[src/rtl/psum_accum_tree.sv]
// Partial-sum accumulation tree.
// Joins NUM_IN valid/ready partial-sum channels, adds one word from each
// channel per group, and accumulates a configurable number of groups into one
// widened result. On overflow the result either clamps or wraps. Every output
// comes from a register, or from the state and the hold flags, so no input
// reaches an output combinationally.
module psum_accum_tree #(
  parameter int unsigned NUM_IN   = 3,
  parameter int unsigned DWIDTH   = 8,
  parameter int unsigned OWIDTH   = DWIDTH + 4,
  parameter int unsigned RWIDTH   = 4,
  parameter bit          SATURATE = 1'b1
) (
  input  logic                     clk,
  input  logic                     reset,
  input  logic [RWIDTH-1:0]        cfg_rounds,
  input  logic [NUM_IN-1:0]        in_valid,
  input  logic [NUM_IN*DWIDTH-1:0] in_data,
  output logic [NUM_IN-1:0]        in_ready,
  output logic                     out_valid,
  output logic [OWIDTH-1:0]        out_data,
  output logic                     out_ovf,
  input  logic                     out_ready,
  output logic                     busy
);

  // A group sum never exceeds NUM_IN*(2^DWIDTH-1). The accumulator add needs
  // one more bit than the wider of its two operands.
  localparam int unsigned SumW = DWIDTH + $clog2(NUM_IN);
  localparam int unsigned AccW = ((OWIDTH > SumW) ? OWIDTH : SumW) + 1;

  typedef enum logic [1:0] {StCollect, StSum, StOut} state_e;

  state_e                        state_q, state_d;
  logic [NUM_IN-1:0][DWIDTH-1:0] hold_q, hold_d;
  logic [NUM_IN-1:0]             full_q, full_d;
  logic [OWIDTH-1:0]             acc_q, acc_d;
  logic [RWIDTH-1:0]             round_q, round_d;
  logic [RWIDTH-1:0]             rounds_q, rounds_d;
  logic                          ovf_q, ovf_d;

  logic [NUM_IN-1:0]             fire;
  logic [SumW-1:0]               grp_sum;
  logic [AccW-1:0]               acc_full;
  logic                          acc_over;
  logic [RWIDTH-1:0]             last_round;
  logic                          final_round;

  assign fire = in_valid & in_ready;

  // State register
  always_ff @(posedge clk) begin
    if (reset) begin
      state_q <= StCollect;
    end else begin
      state_q <= state_d;
    end
  end

  // Next-state logic; SUM follows the edge that completes the group
  always_comb begin
    state_d = state_q;
    unique case (state_q)
      StCollect: if (&full_d) state_d = StSum;
      StSum:     state_d = final_round ? StOut : StCollect;
      StOut:     if (out_ready) state_d = StCollect;
      default:   state_d = StCollect;
    endcase
  end

  // Handshake outputs decoded from the state and the hold flags only
  always_comb begin
    in_ready  = '0;
    out_valid = 1'b0;
    unique case (state_q)
      StCollect: in_ready = ~full_q;
      StSum:     ;
      StOut:     out_valid = 1'b1;
      default:   ;
    endcase
  end

  assign out_data = acc_q;
  assign out_ovf  = ovf_q;
  assign busy     = (|full_q) || (state_q != StCollect);

  // Group adder over the held words
  always_comb begin
    grp_sum = '0;
    for (int i = 0; i < NUM_IN; i++) begin
      grp_sum = grp_sum + SumW'(hold_q[i]);
    end
  end

  // Round 0 ignores the old accumulator, so results never leak into each other
  assign acc_full    = ((round_q == '0) ? '0 : AccW'(acc_q)) + AccW'(grp_sum);
  assign acc_over    = acc_full > AccW'({OWIDTH{1'b1}});
  // A latched round count of 0 behaves as 1
  assign last_round  = (rounds_q == '0) ? '0 : rounds_q - 1'b1;
  assign final_round = (round_q == last_round);

  // Datapath next state: capture, accumulate, and release the result
  always_comb begin
    hold_d   = hold_q;
    full_d   = full_q;
    acc_d    = acc_q;
    round_d  = round_q;
    rounds_d = rounds_q;
    ovf_d    = ovf_q;
    unique case (state_q)
      StCollect: begin
        for (int i = 0; i < NUM_IN; i++) begin
          if (fire[i]) hold_d[i] = in_data[i*DWIDTH +: DWIDTH];
        end
        full_d = full_q | fire;
        // The round count is frozen at the first capture of a new result
        if ((round_q == '0) && (full_q == '0) && (fire != '0)) rounds_d = cfg_rounds;
      end
      StSum: begin
        full_d = '0;
        if (acc_over) begin
          ovf_d = 1'b1;
          acc_d = SATURATE ? '1 : acc_full[OWIDTH-1:0];
        end else begin
          acc_d = acc_full[OWIDTH-1:0];
        end
        if (!final_round) round_d = round_q + 1'b1;
      end
      StOut: begin
        if (out_ready) begin
          round_d = '0;
          ovf_d   = 1'b0;
        end
      end
      default: ;
    endcase
  end

  // Datapath registers; reset drops any partial group and any pending result
  always_ff @(posedge clk) begin
    if (reset) begin
      hold_q   <= '0;
      full_q   <= '0;
      acc_q    <= '0;
      round_q  <= '0;
      rounds_q <= '0;
      ovf_q    <= 1'b0;
    end else begin
      hold_q   <= hold_d;
      full_q   <= full_d;
      acc_q    <= acc_d;
      round_q  <= round_d;
      rounds_q <= rounds_d;
      ovf_q    <= ovf_d;
    end
  end

endmodule

[config.mk]
export PLATFORM = sky130hd
export DESIGN_NAME = psum_accum_tree
export DESIGN_NICKNAME = d
export VERILOG_FILES = /design/src/rtl/psum_accum_tree.sv
export SDC_FILE = /design/constraint.sdc
export NUM_CORES = 1
export LEC_CHECK = 0
export CELL_PAD_IN_SITES_DETAIL_PLACEMENT = 2
export CELL_PAD_IN_SITES_GLOBAL_PLACEMENT = 2
export CORE_ASPECT_RATIO = 1.1
export CORE_MARGIN = 4
export CORE_UTILIZATION = 31
export CTS_CLUSTER_SIZE = 12
export DETAILED_ROUTE_END_ITERATION = 6
export PLACE_DENSITY_LB_ADDON = 0.1
export SYNTH_ARGS = -nofsm -noshare
export SYNTH_HDL_FRONTEND = slang
export SYNTH_SLANG_ARGS = --single-unit
[constraint.sdc]
create_clock -name clk -period 4.55 [get_ports clk]
set_clock_uncertainty 0.15 [all_clocks]
set_input_delay 1.365 -clock clk [delete_from_list [all_inputs] [get_ports clk]]
set_output_delay 1.365 -clock clk [all_outputs]
set_load 0.05 [all_outputs]
==> impl_metrics.ini <==
[status]
outcome = finished clean

[synthesis]
muxShareOfSynthArea_pct = 3.17
syn_nets = 429
yosysTopAreaCellShare_pct = 33.3
synth_adder_area_share_pct = 16.1
synth_top_family_by_area = simple AND/OR/NAND/NOR gates
synth.area.top_cells = dfxtp_1 33%, fa_1 11%, nand2_1 8.1%
ys_top_cells_by_count = 65 x nand2_1, 50 x dfxtp_1, 49 x inv_1
synth-xor-area-share_pct = 2.33
ys_types = 50
yosys_register_bits = 50
ys.flop_type = dfxtp_1
syn_inst = 366
seq_area_frac_synth_pct = 33.3
synth.most_common_cell = nand2_1
synthesis.area_mm2 = 0.00300
synthArstFlopShare_pct = 0
synth-edff-count = 0
synth-simple-area-share_pct = 18.6
yosys_warnings = 0
synth_compound_area_share_pct = 18.5
syn_area_per_cell_um2 = 8.21
yosys.area.top_type = dfxtp_1

[cts]
root_buffer = clkbuf_8
clk_latency_ns = 0.30
cts_tree = done
cts.htree.levels = 2
cts.path.max_buffers = 2
clock-sinks = 50
ctsResizeCount = 0
hold_buffers = 0
cts_setup_buffers = 0
cts_buffers = 5
path_clk_slew_ns = 0.09

[timing]
hold_ws_ns = 0.311
drv_slew = 0
hold_viol = 0
max_freq_mhz = 241
period_share_pct = 91.2
worstMarginPinSlew_ns = 0.649
setup_slack_ns = 0.399
slew_headroom_pct = 56.6
finalSetupTns_ns = 0
fin_crit_ns = 4.15
setup_viol = 0
rsz0062_at_grt = no

[finish]
finalNonFillerCells = 529
syn_to_final_growth_pct = 23.0
n_antenna_cell = 0
fillers = 1081
multi_input_area_mm2 = 0.00176
ff_latch_area_mm2 = 0.00100
design_area_mm2 = 0.00369
postLayoutCoreUtil_pct = 39.3
drive_above_1_share_pct = 5.58
nNetsFinal = 475

[drt]
drtIter0Drc = 54
wire_per_inst_um = 17.2
wirelength_mm = 9.11
vias = 2661
ant_nets = 0
dr.pass1.iters = 4
vias_per_cell = 5.03
drc = 0

[power_and_ir_drop]
leakagePower_nw = 1.43
peakVddDrop_v = 0.000119
total_power_mw = 1.22
p_per_area_mw_per_mm2 = 329

[worst_hold_path]
whs_path_depth = 2
hold_path_class = reg -> reg
worstHoldStart = hold_q[14]

[place]
gp_congestion = 0.846
dp.final_hpwl_mm = 7.24
placed_cells = 522
placed_cell_area_mm2 = 0.00362
post-place-ws_ns = 0.463
portBuffers = 51

[run]
drv_cap = 0

[global_route]
antenna_found_initial = 0
grt_max_degree = 30
grt_pass1_vias = 2867
grt_util_all_layers_pct = 16.8
grt_pass1_wl_mm = 15.0
grt.overflow.total = 0

[floorplanning]
die_height_um = 111
start_util_pct = 32.0
fp-row-count = 37
coreArea_mm2 = 0.00940
chipWidth_um = 102
die_area_mm2 = 0.0113
ios = 52

[setup_path]
critPathLaunch = round_q[0]
startpoint_type = flip-flop
crit_fanout = 15
reg2reg_depth = 13
crit_required_ns = 4.56
worstPathArrival_ns = 4.16
r2r-start = round_q[0]
cp-end-kind = flip-flop
crit_type = reg -> reg
## cell usage in the layout, fill, tap and decap left out, types with 13 or more instances in the layout
master           netlist  layout
nand2_1               65      65
dfxtp_1               50      50
clkdlybuf4s50_1        0      50
inv_1                 49      49
a21oi_1               37      37
nor2_1                25      25
fa_1                  16      16
a211oi_1              14      14
ha_1                  13      13
## flip-flops by register name, indices dropped and copies added (netlist names)
name,count
state_q,2
rounds_q,4
out_data,12
out_ovf,1
full_q,3
hold_q,24
round_q,4
## critical path: stages, from the launching register on
cell      delay, ns
dfxtp_1        0.41
inv_1          0.12
ha_1           0.21
nand2_1        0.48
nand2_1        0.15
fa_1           0.51
inv_1          0.04
ha_1           0.35
a21oi_1        0.21
o32a_1         0.23
o21ai_1        0.13
a31o_2         0.31
a21oi_2        0.51
a211oi_1       0.19
## layer usage
metal / part of all wire, % / vias up / track usage [%]
li1: - / 1305 / -
met1: 45 / 1311 / 21.6
met2: 52 / 36 / 29.8
met3: 2.7 / 9 / 2.45
met4: 0.96 / 0 / 2.71
met5: 0 / - / 0
## logic make-up after synthesis
kind of cell	after synthesis
xor gates and xnor gates	8
buffers and inverters	63
adders and majority gates	29
and+or+nand+nor	124
DFF	50
AOI/OAI and AO/OA	83
muxes	9
## worst paths after layout
path / endpoint / slack (ns)
hold / removal: hold_q[14] / 0.31
hold reg to reg: hold_q[14] / 0.31
setup / recovery: out_data[1] / 0.40
setup reg to reg: out_data[1] / 0.40
## where the power goes
| part | total (mW) | switching [mW] | internal [mW] | leakage (nW) |
|---|---|---|---|---|
| sequential | 0.511 | 0.0374 | 0.474 | 0.409 |
| clock | 0.261 | 0.157 | 0.104 | 0.0438 |
| combinational | 0.444 | 0.274 | 0.170 | 0.973 |
## area by class of cell
| cell class | instances | share of cell area (%) |
|---|---|---|
| clock buffer | 5 | 1.86 |
| tap | 117 | 3.96 |
| clock inverter | 2 | 0.271 |
| inverter | 49 | 4.98 |
| sequential | 50 | 27.1 |
| multi-input combinational | 253 | 47.7 |
| timing repair buffer | 53 | 14.1 |
Power figures use the tool's default switching activity.
